<file path="src/rtl/multi_frame_receptor.sv">
// multi_frame_receptor
// Terminates NUM_PORTS independent 16-bit AXI-Stream Ethernet ingress ports. Each port checks
// the destination MAC, sums the payload, counts frames and drops, and enforces a programmable
// inter-frame gap. All per-port state is visible through one 8-bit Avalon-MM slave.
//
// Ports:
//   clk, reset           clock; asynchronous active-high reset
//   writedata/write      Avalon write data and strobe
//   chipselect           Avalon chip select
//   address              [7:4] port index, [3:0] register offset
//   read/readdata        Avalon read strobe; read data valid the following cycle, else 0
//   ingress_port_tdata   16 bits per port, port p at [16p+15:16p], first wire byte in [15:8]
//   ingress_port_tvalid  per-port valid
//   ingress_port_tready  per-port ready (low only during the inter-frame gap)
//   ingress_port_tlast   per-port end of frame
//   frame_done           per-port one-cycle pulse after a frame's results commit
//
// Register map per port: 0-5 dst MAC (RW), 6 IFG (RW), 7 status (R),
//   8-11 checksum LSB first (R), 12-13 frame_count (R, write clears both counters),
//   14-15 drop_count (R).
module multi_frame_receptor #(
    parameter int unsigned NUM_PORTS  = 4,
    parameter int unsigned CSUM_WIDTH = 32,
    parameter int unsigned CNT_WIDTH  = 16
) (
    input  logic                      clk,
    input  logic                      reset,
    input  logic [7:0]                writedata,
    input  logic                      write,
    input  logic                      chipselect,
    input  logic [7:0]                address,
    input  logic                      read,
    output logic [7:0]                readdata,
    input  logic [16*NUM_PORTS-1:0]   ingress_port_tdata,
    input  logic [NUM_PORTS-1:0]      ingress_port_tvalid,
    output logic [NUM_PORTS-1:0]      ingress_port_tready,
    input  logic [NUM_PORTS-1:0]      ingress_port_tlast,
    output logic [NUM_PORTS-1:0]      frame_done
);

    typedef enum logic [1:0] {StIdle, StHdr, StPayload, StGap} state_e;

    localparam logic [CNT_WIDTH-1:0] CntMax = '1;

    logic [3:0] port_idx;
    logic [3:0] reg_off;
    logic       host_wr;
    logic [7:0] port_rdata [NUM_PORTS];
    logic [7:0] rd_val;

    assign port_idx = address[7:4];
    assign reg_off  = address[3:0];
    assign host_wr  = chipselect & write;

    for (genvar p = 0; p < NUM_PORTS; p++) begin : g_port
        localparam logic [3:0] PortIdx = 4'(p);

        state_e                state_q, state_d;
        logic [2:0]            beat_q, beat_d;
        logic                  match_q, match_d;
        logic [CSUM_WIDTH-1:0] acc_q, acc_d;
        logic [7:0]            gap_q, gap_d;

        logic [7:0]            mac_q [6];
        logic [7:0]            ifg_q;
        logic [2:0]            status_q;
        logic [CSUM_WIDTH-1:0] csum_q;
        logic [CNT_WIDTH-1:0]  fcnt_q;
        logic [CNT_WIDTH-1:0]  dcnt_q;
        logic                  done_q;

        logic                  sel_wr;
        logic                  cnt_clr;
        logic [15:0]           tdata;
        logic                  tready;
        logic                  accept;
        logic [2:0]            hdr_idx;
        logic [15:0]           mac_word;
        logic                  dst_miss;
        logic [CSUM_WIDTH-1:0] sum;
        logic                  commit_ok;
        logic                  commit_runt;
        logic [31:0]           csum_ext;
        logic [15:0]           fcnt_ext;
        logic [15:0]           dcnt_ext;

        assign sel_wr  = host_wr && (port_idx == PortIdx);
        assign cnt_clr = sel_wr && (reg_off == 4'd12);
        assign tdata   = ingress_port_tdata[16*p +: 16];
        assign tready  = (state_q != StGap);
        assign accept  = ingress_port_tvalid[p] & tready;
        // The beat accepted in IDLE is header beat 0.
        assign hdr_idx = (state_q == StIdle) ? 3'd0 : beat_q;
        assign sum     = acc_q + CSUM_WIDTH'(tdata);

        assign ingress_port_tready[p] = tready;
        assign frame_done[p]          = done_q;

        always_comb begin
            mac_word = '0;
            case (hdr_idx)
                3'd0:    mac_word = {mac_q[0], mac_q[1]};
                3'd1:    mac_word = {mac_q[2], mac_q[3]};
                3'd2:    mac_word = {mac_q[4], mac_q[5]};
                default: mac_word = '0;
            endcase
        end

        assign dst_miss = (hdr_idx <= 3'd2) && (tdata != mac_word);

        always_comb begin
            state_d     = state_q;
            beat_d      = beat_q;
            match_d     = match_q;
            acc_d       = acc_q;
            gap_d       = gap_q;
            commit_ok   = 1'b0;
            commit_runt = 1'b0;
            unique case (state_q)
                StIdle, StHdr: begin
                    if (accept) begin
                        match_d = ((state_q == StIdle) || match_q) && !dst_miss;
                        if (ingress_port_tlast[p]) begin
                            commit_runt = 1'b1;
                        end else if (hdr_idx == 3'd6) begin
                            state_d = StPayload;
                            acc_d   = '0;
                        end else begin
                            state_d = StHdr;
                            beat_d  = hdr_idx + 3'd1;
                        end
                    end
                end
                StPayload: begin
                    if (accept) begin
                        acc_d = sum;
                        if (ingress_port_tlast[p]) begin
                            commit_ok = 1'b1;
                        end
                    end
                end
                StGap: begin
                    if (gap_q <= 8'd1) begin
                        state_d = StIdle;
                    end else begin
                        gap_d = gap_q - 8'd1;
                    end
                end
                default: state_d = StIdle;
            endcase
            if (commit_ok || commit_runt) begin
                if (ifg_q == 8'd0) begin
                    state_d = StIdle;
                end else begin
                    state_d = StGap;
                    gap_d   = ifg_q;
                end
            end
        end

        always_ff @(posedge clk or posedge reset) begin
            if (reset) begin
                state_q  <= StIdle;
                beat_q   <= '0;
                match_q  <= 1'b0;
                acc_q    <= '0;
                gap_q    <= '0;
                for (int i = 0; i < 6; i++) begin
                    mac_q[i] <= '0;
                end
                ifg_q    <= '0;
                status_q <= '0;
                csum_q   <= '0;
                fcnt_q   <= '0;
                dcnt_q   <= '0;
                done_q   <= 1'b0;
            end else begin
                state_q <= state_d;
                beat_q  <= beat_d;
                match_q <= match_d;
                acc_q   <= acc_d;
                gap_q   <= gap_d;
                done_q  <= commit_ok | commit_runt;

                if (sel_wr) begin
                    if (reg_off < 4'd6) begin
                        mac_q[reg_off[2:0]] <= writedata;
                    end else if (reg_off == 4'd6) begin
                        ifg_q <= writedata;
                    end
                end

                if (commit_ok) begin
                    csum_q   <= sum;
                    status_q <= {1'b0, 1'b1, match_q};
                end else if (commit_runt) begin
                    status_q <= 3'b110;
                end

                // A host clear in the commit cycle overrides that commit's increments.
                if (cnt_clr) begin
                    fcnt_q <= '0;
                    dcnt_q <= '0;
                end else begin
                    if (commit_ok && fcnt_q != CntMax) begin
                        fcnt_q <= fcnt_q + 1'b1;
                    end
                    if ((commit_runt || (commit_ok && !match_q)) && dcnt_q != CntMax) begin
                        dcnt_q <= dcnt_q + 1'b1;
                    end
                end
            end
        end

        assign csum_ext = 32'(csum_q);
        assign fcnt_ext = 16'(fcnt_q);
        assign dcnt_ext = 16'(dcnt_q);

        always_comb begin
            port_rdata[p] = '0;
            case (reg_off)
                4'd0:  port_rdata[p] = mac_q[0];
                4'd1:  port_rdata[p] = mac_q[1];
                4'd2:  port_rdata[p] = mac_q[2];
                4'd3:  port_rdata[p] = mac_q[3];
                4'd4:  port_rdata[p] = mac_q[4];
                4'd5:  port_rdata[p] = mac_q[5];
                4'd6:  port_rdata[p] = ifg_q;
                4'd7:  port_rdata[p] = {5'b0, status_q};
                4'd8:  port_rdata[p] = csum_ext[7:0];
                4'd9:  port_rdata[p] = csum_ext[15:8];
                4'd10: port_rdata[p] = csum_ext[23:16];
                4'd11: port_rdata[p] = csum_ext[31:24];
                4'd12: port_rdata[p] = fcnt_ext[7:0];
                4'd13: port_rdata[p] = fcnt_ext[15:8];
                4'd14: port_rdata[p] = dcnt_ext[7:0];
                4'd15: port_rdata[p] = dcnt_ext[15:8];
                default: port_rdata[p] = '0;
            endcase
        end
    end

    // Out-of-range port indices match no port and read as zero.
    always_comb begin
        rd_val = '0;
        for (int p = 0; p < NUM_PORTS; p++) begin
            if (port_idx == 4'(p)) begin
                rd_val = port_rdata[p];
            end
        end
    end

    always_ff @(posedge clk or posedge reset) begin
        if (reset) begin
            readdata <= '0;
        end else begin
            readdata <= (chipselect & read) ? rd_val : 8'd0;
        end
    end

endmodule

</file>
<file path="config.mk">
export PLATFORM = sky130hd
export DESIGN_NAME = multi_frame_receptor
export DESIGN_NICKNAME = d
export VERILOG_FILES = /design/src/rtl/multi_frame_receptor.sv
export SDC_FILE = /design/constraint.sdc
export NUM_CORES = 2
export LEC_CHECK = 0
export BUFFER_PORTS_ARGS = -buffer_cell sky130_fd_sc_hd__buf_2
export CAP_MARGIN = 10
export CORE_MARGIN = 1.5
export CORE_UTILIZATION = 55
export CTS_BUF_LIST = sky130_fd_sc_hd__clkbuf_2 sky130_fd_sc_hd__clkbuf_4 sky130_fd_sc_hd__clkbuf_8
export DETAILED_ROUTE_END_ITERATION = 12
export PLACE_DENSITY = 0.76
export SLEW_MARGIN = 0
export SYNTH_ARGS = -nofsm -noshare
export SYNTH_HDL_FRONTEND = slang
export SYNTH_SLANG_ARGS = --single-unit
</file>
<file path="constraint.sdc">
create_clock -name clk -period 31.4 [get_ports clk]
set_input_delay 4.71 -clock clk [delete_from_list [all_inputs] [get_ports clk]]
set_output_delay 4.71 -clock clk [all_outputs]
set_load 0.02 [all_outputs]
</file>
==> metrics.csv <==
metric,value,unit
final_cells,5053,
synth_edf_count,0,
hold_depth,2,
yosys-top-cells-area,"dfrtp_1 45%, mux2_2 7.3%, o21ai_0 4.6%, xnor2_1 4.1%, nand2_1 4.1%",
path_clk_slew,60,ps
clock_sinks,688,
crit_fanout,62,
routabilityCongestion,1.09,
via_per_inst,6.62,
r2r_start,g_port[0].state_q[1],
ff2ff_setup_slack,27900,ps
seqPwrFrac,0.414,
combPwrFrac,0.300,
yosysWarnings,0,
timing.final.crit_period,7680,ps
reg2regPathDepth,8,
drt_iter0_markers,3989,
crit_chain,buf_4 -> buf_4 -> nor2_1 -> nand2_1 -> nor2_1 -> mux2_2,
max_slew.worst_pin.slew,1410,ps
antenna_left,0,
drc_errors,0,
wl_per_cell,25.8,um
yosysTopAreaCell,dfrtp_1,
dpl.cell_count,4840,
critPathRequiredTime,32010,ps
placement_rows,96,
cp.arrival,8290,ps
setup_ws,23720,ps
fin_nets,4217,
synth_common_cells,"688 x dfrtp_1, 416 x nand2_1, 353 x o21ai_0",
hp-class,register to register,
drive_gt1_frac,0.164,
ys_seq_area_frac,0.447,
antenna_found_initial,7,
wl,131000,um
rsz0062_at_grt,false,
crit_slowest_cell,nor2_1,
ys_types,89,
core-area,68900,um2
grt_max_degree,180,
grt_use_total,0.365,
finClkSkew,54.5,ps
critPathKind,input pin to register,
cts_resized,0,
setup_tns,0,ps
power,0.00298,W
multi_input_area,20100,um2
cts_root_buf,clkbuf_8,
synth_most_common_cell,dfrtp_1,
postCtsHoldBufs,0,
n_fill_cell,5864,
p_int,0.00184,W
final-seq-area,17200,um2
crit_cells,6,
async_flop_share,1.00,
cellPowerDensity,70.7,nW/um2
relSlewSlack,0.0552,
cp_num_buf_inv,2,
io_pins,109,
hold_violations,0,
clkPwrFrac,0.286,
avgSynthCellArea,9.66,um2
die_h,268,um
firstDrtPassIters,9,
fp.dieW,268,um
whs_endpoint,g_port[1].csum_ext[1],
die-area,71600,um2
syn_area,38500,um2
fin_util,0.612,
portBuffers,108,
peakVddDrop,52.4,uV
fmax,130,MHz
syn_nets,4174,
grt_pass1_vias,31900,
p_leak,18.8,nW
clk_latency,780,ps
ys.flop_type,dfrtp_1,
finalMaxSlewViolations,0,
run_status,"finished, final reports clean",
p_sw_frac,0.384,
grt_remaining_overflow,0,
synth_top_area_frac,0.447,
finalCritPeriodShare,0.245,
grt_pass1_wl,197000,um
dr_total_vias,33500,
maxCapViolations,0,
dp_hpwl,91700,um
start_util,0.558,
synthCells,3985,
end_kind,register,
cts_buffers,116,
setup_viol,0,
hold_start,g_port[1].csum_ext[1],
tritoncts,built,
max_stage_delay,1110,ps
cts_setup_buffers,0,
power.net_switching,0.00114,W
r2r_end,g_port[0].match_q,
cts_max_path_buffers,3,
cts_max_level,3,
area_delta_synth_final,9.56,%
ys_ff_latch,688,
pre_cts_ws,23270,ps
path_delay_family,simple AND/OR/NAND/NOR gates,
setup.worst_path.start_class,input pin,
## layout make-up
type / count / area share
Antenna cell: 3 / 0.000178
Sequential cell: 688 / 0.408
Multi-Input combinational cell: 2981 / 0.476
Timing Repair Buffer: 156 / 0.0222
Tap cell: 931 / 0.0276
Clock buffer: 181 / 0.0542
Clock inverter: 28 / 0.00436
Inverter: 85 / 0.00774
## worst register-to-register path, cell delays in order (launching register included)
cell and delay [ps]:
dfrtp_1 550, o21ai_2 790, and2_1 680, a32o_1 230
a21oi_1 70, xnor2_1 170, nor4_1 400, nand4_1 270
a41oi_1 270
## placed cells by master (no fill, tap or decap), drive strengths merged, types with 60 or more instances in the layout
master,count
o21ai,357
a21oi,200
clkbuf,181
nand2,417
buf,156
nor2,319
inv,85
xor2,134
ha,92
xnor2,180
nand3,113
mux2,249
dfrtp,688
and3,60
## logic make-up (layout without fill, tap and decap cells)
family                     count (synthesis)  after routing  synth area share
and+or+nand+nor                         1214           1214             0.148
AOI/OAI and AO/OA                       1047           1047             0.178
DFF                                      688            688             0.447
buffers and inverters                    316            450            0.0331
xor gates and xnor gates                 314            314            0.0714
muxes                                    310            310            0.0903
adders and majority gates                 96             96            0.0320
other                                      0              3                 0
## layer usage
layer / track usage / share of wire / wire length [um] / up-vias
li1: - / - / - / 14600
met1: 0.495 / 0.40 / 51800 / 16400
met2: 0.532 / 0.42 / 55400 / 1986
met3: 0.104 / 0.12 / 15600 / 528
met4: 0.188 / 0.060 / 7780 / 6
met5: 0 / 0.00040 / 52 / -
## through the flow
stage | hold slack [ps] | area (um2)
after floorplan | 429 | 38500
after global placement | 454 | 39700
after detailed placement | 467 | 39700
after CTS | 482 | 42200
after global routing | 505 | 42200
final | 479 | 42200
## flip-flops by register name (all words and copies together), names as in the netlist
register and count:
g_port.status_q 12, g_port.dcnt_ext 64, g_port.csum_ext 128, g_port.acc_q 128, g_port.match_q 4, readdata 8
g_port.state_q 8, g_port.mac_q 192, g_port.gap_q 32, g_port.ifg_q 32, g_port.beat_q 12, g_port.done_q 4
g_port.fcnt_ext 64
## power groups by stage
stage	sequential [W]	combinational, W	clock (W)
2_1_floorplan	0.00115	0.000688	0
3_3_place_gp	0.00124	0.000853	0
3_5_place_dp	0.00124	0.000876	0
4_1_cts	0.00123	0.000881	0.000864
5_1_grt	0.00125	0.000992	0.000903
6_report	0.00124	0.000894	0.000854
## worst max-delay path by stage
| stage | startpoint | end | slack [ps] |
|---|---|---|---|
| 2_1_floorplan | reset | g_port[0].acc_q[0] | 7400 |
| 3_3_place_gp | address[0] | g_port[2].mac_q[12] | 23330 |
| 3_5_place_dp | address[0] | g_port[2].mac_q[10] | 23270 |
| 4_1_cts | address[0] | g_port[2].mac_q[9] | 24060 |
| 5_1_grt | address[0] | g_port[2].mac_q[9] | 23850 |
| 6_report | address[0] | g_port[2].mac_q[9] | 23720 |
No activity file was read; power rests on OpenSTA's default activity.
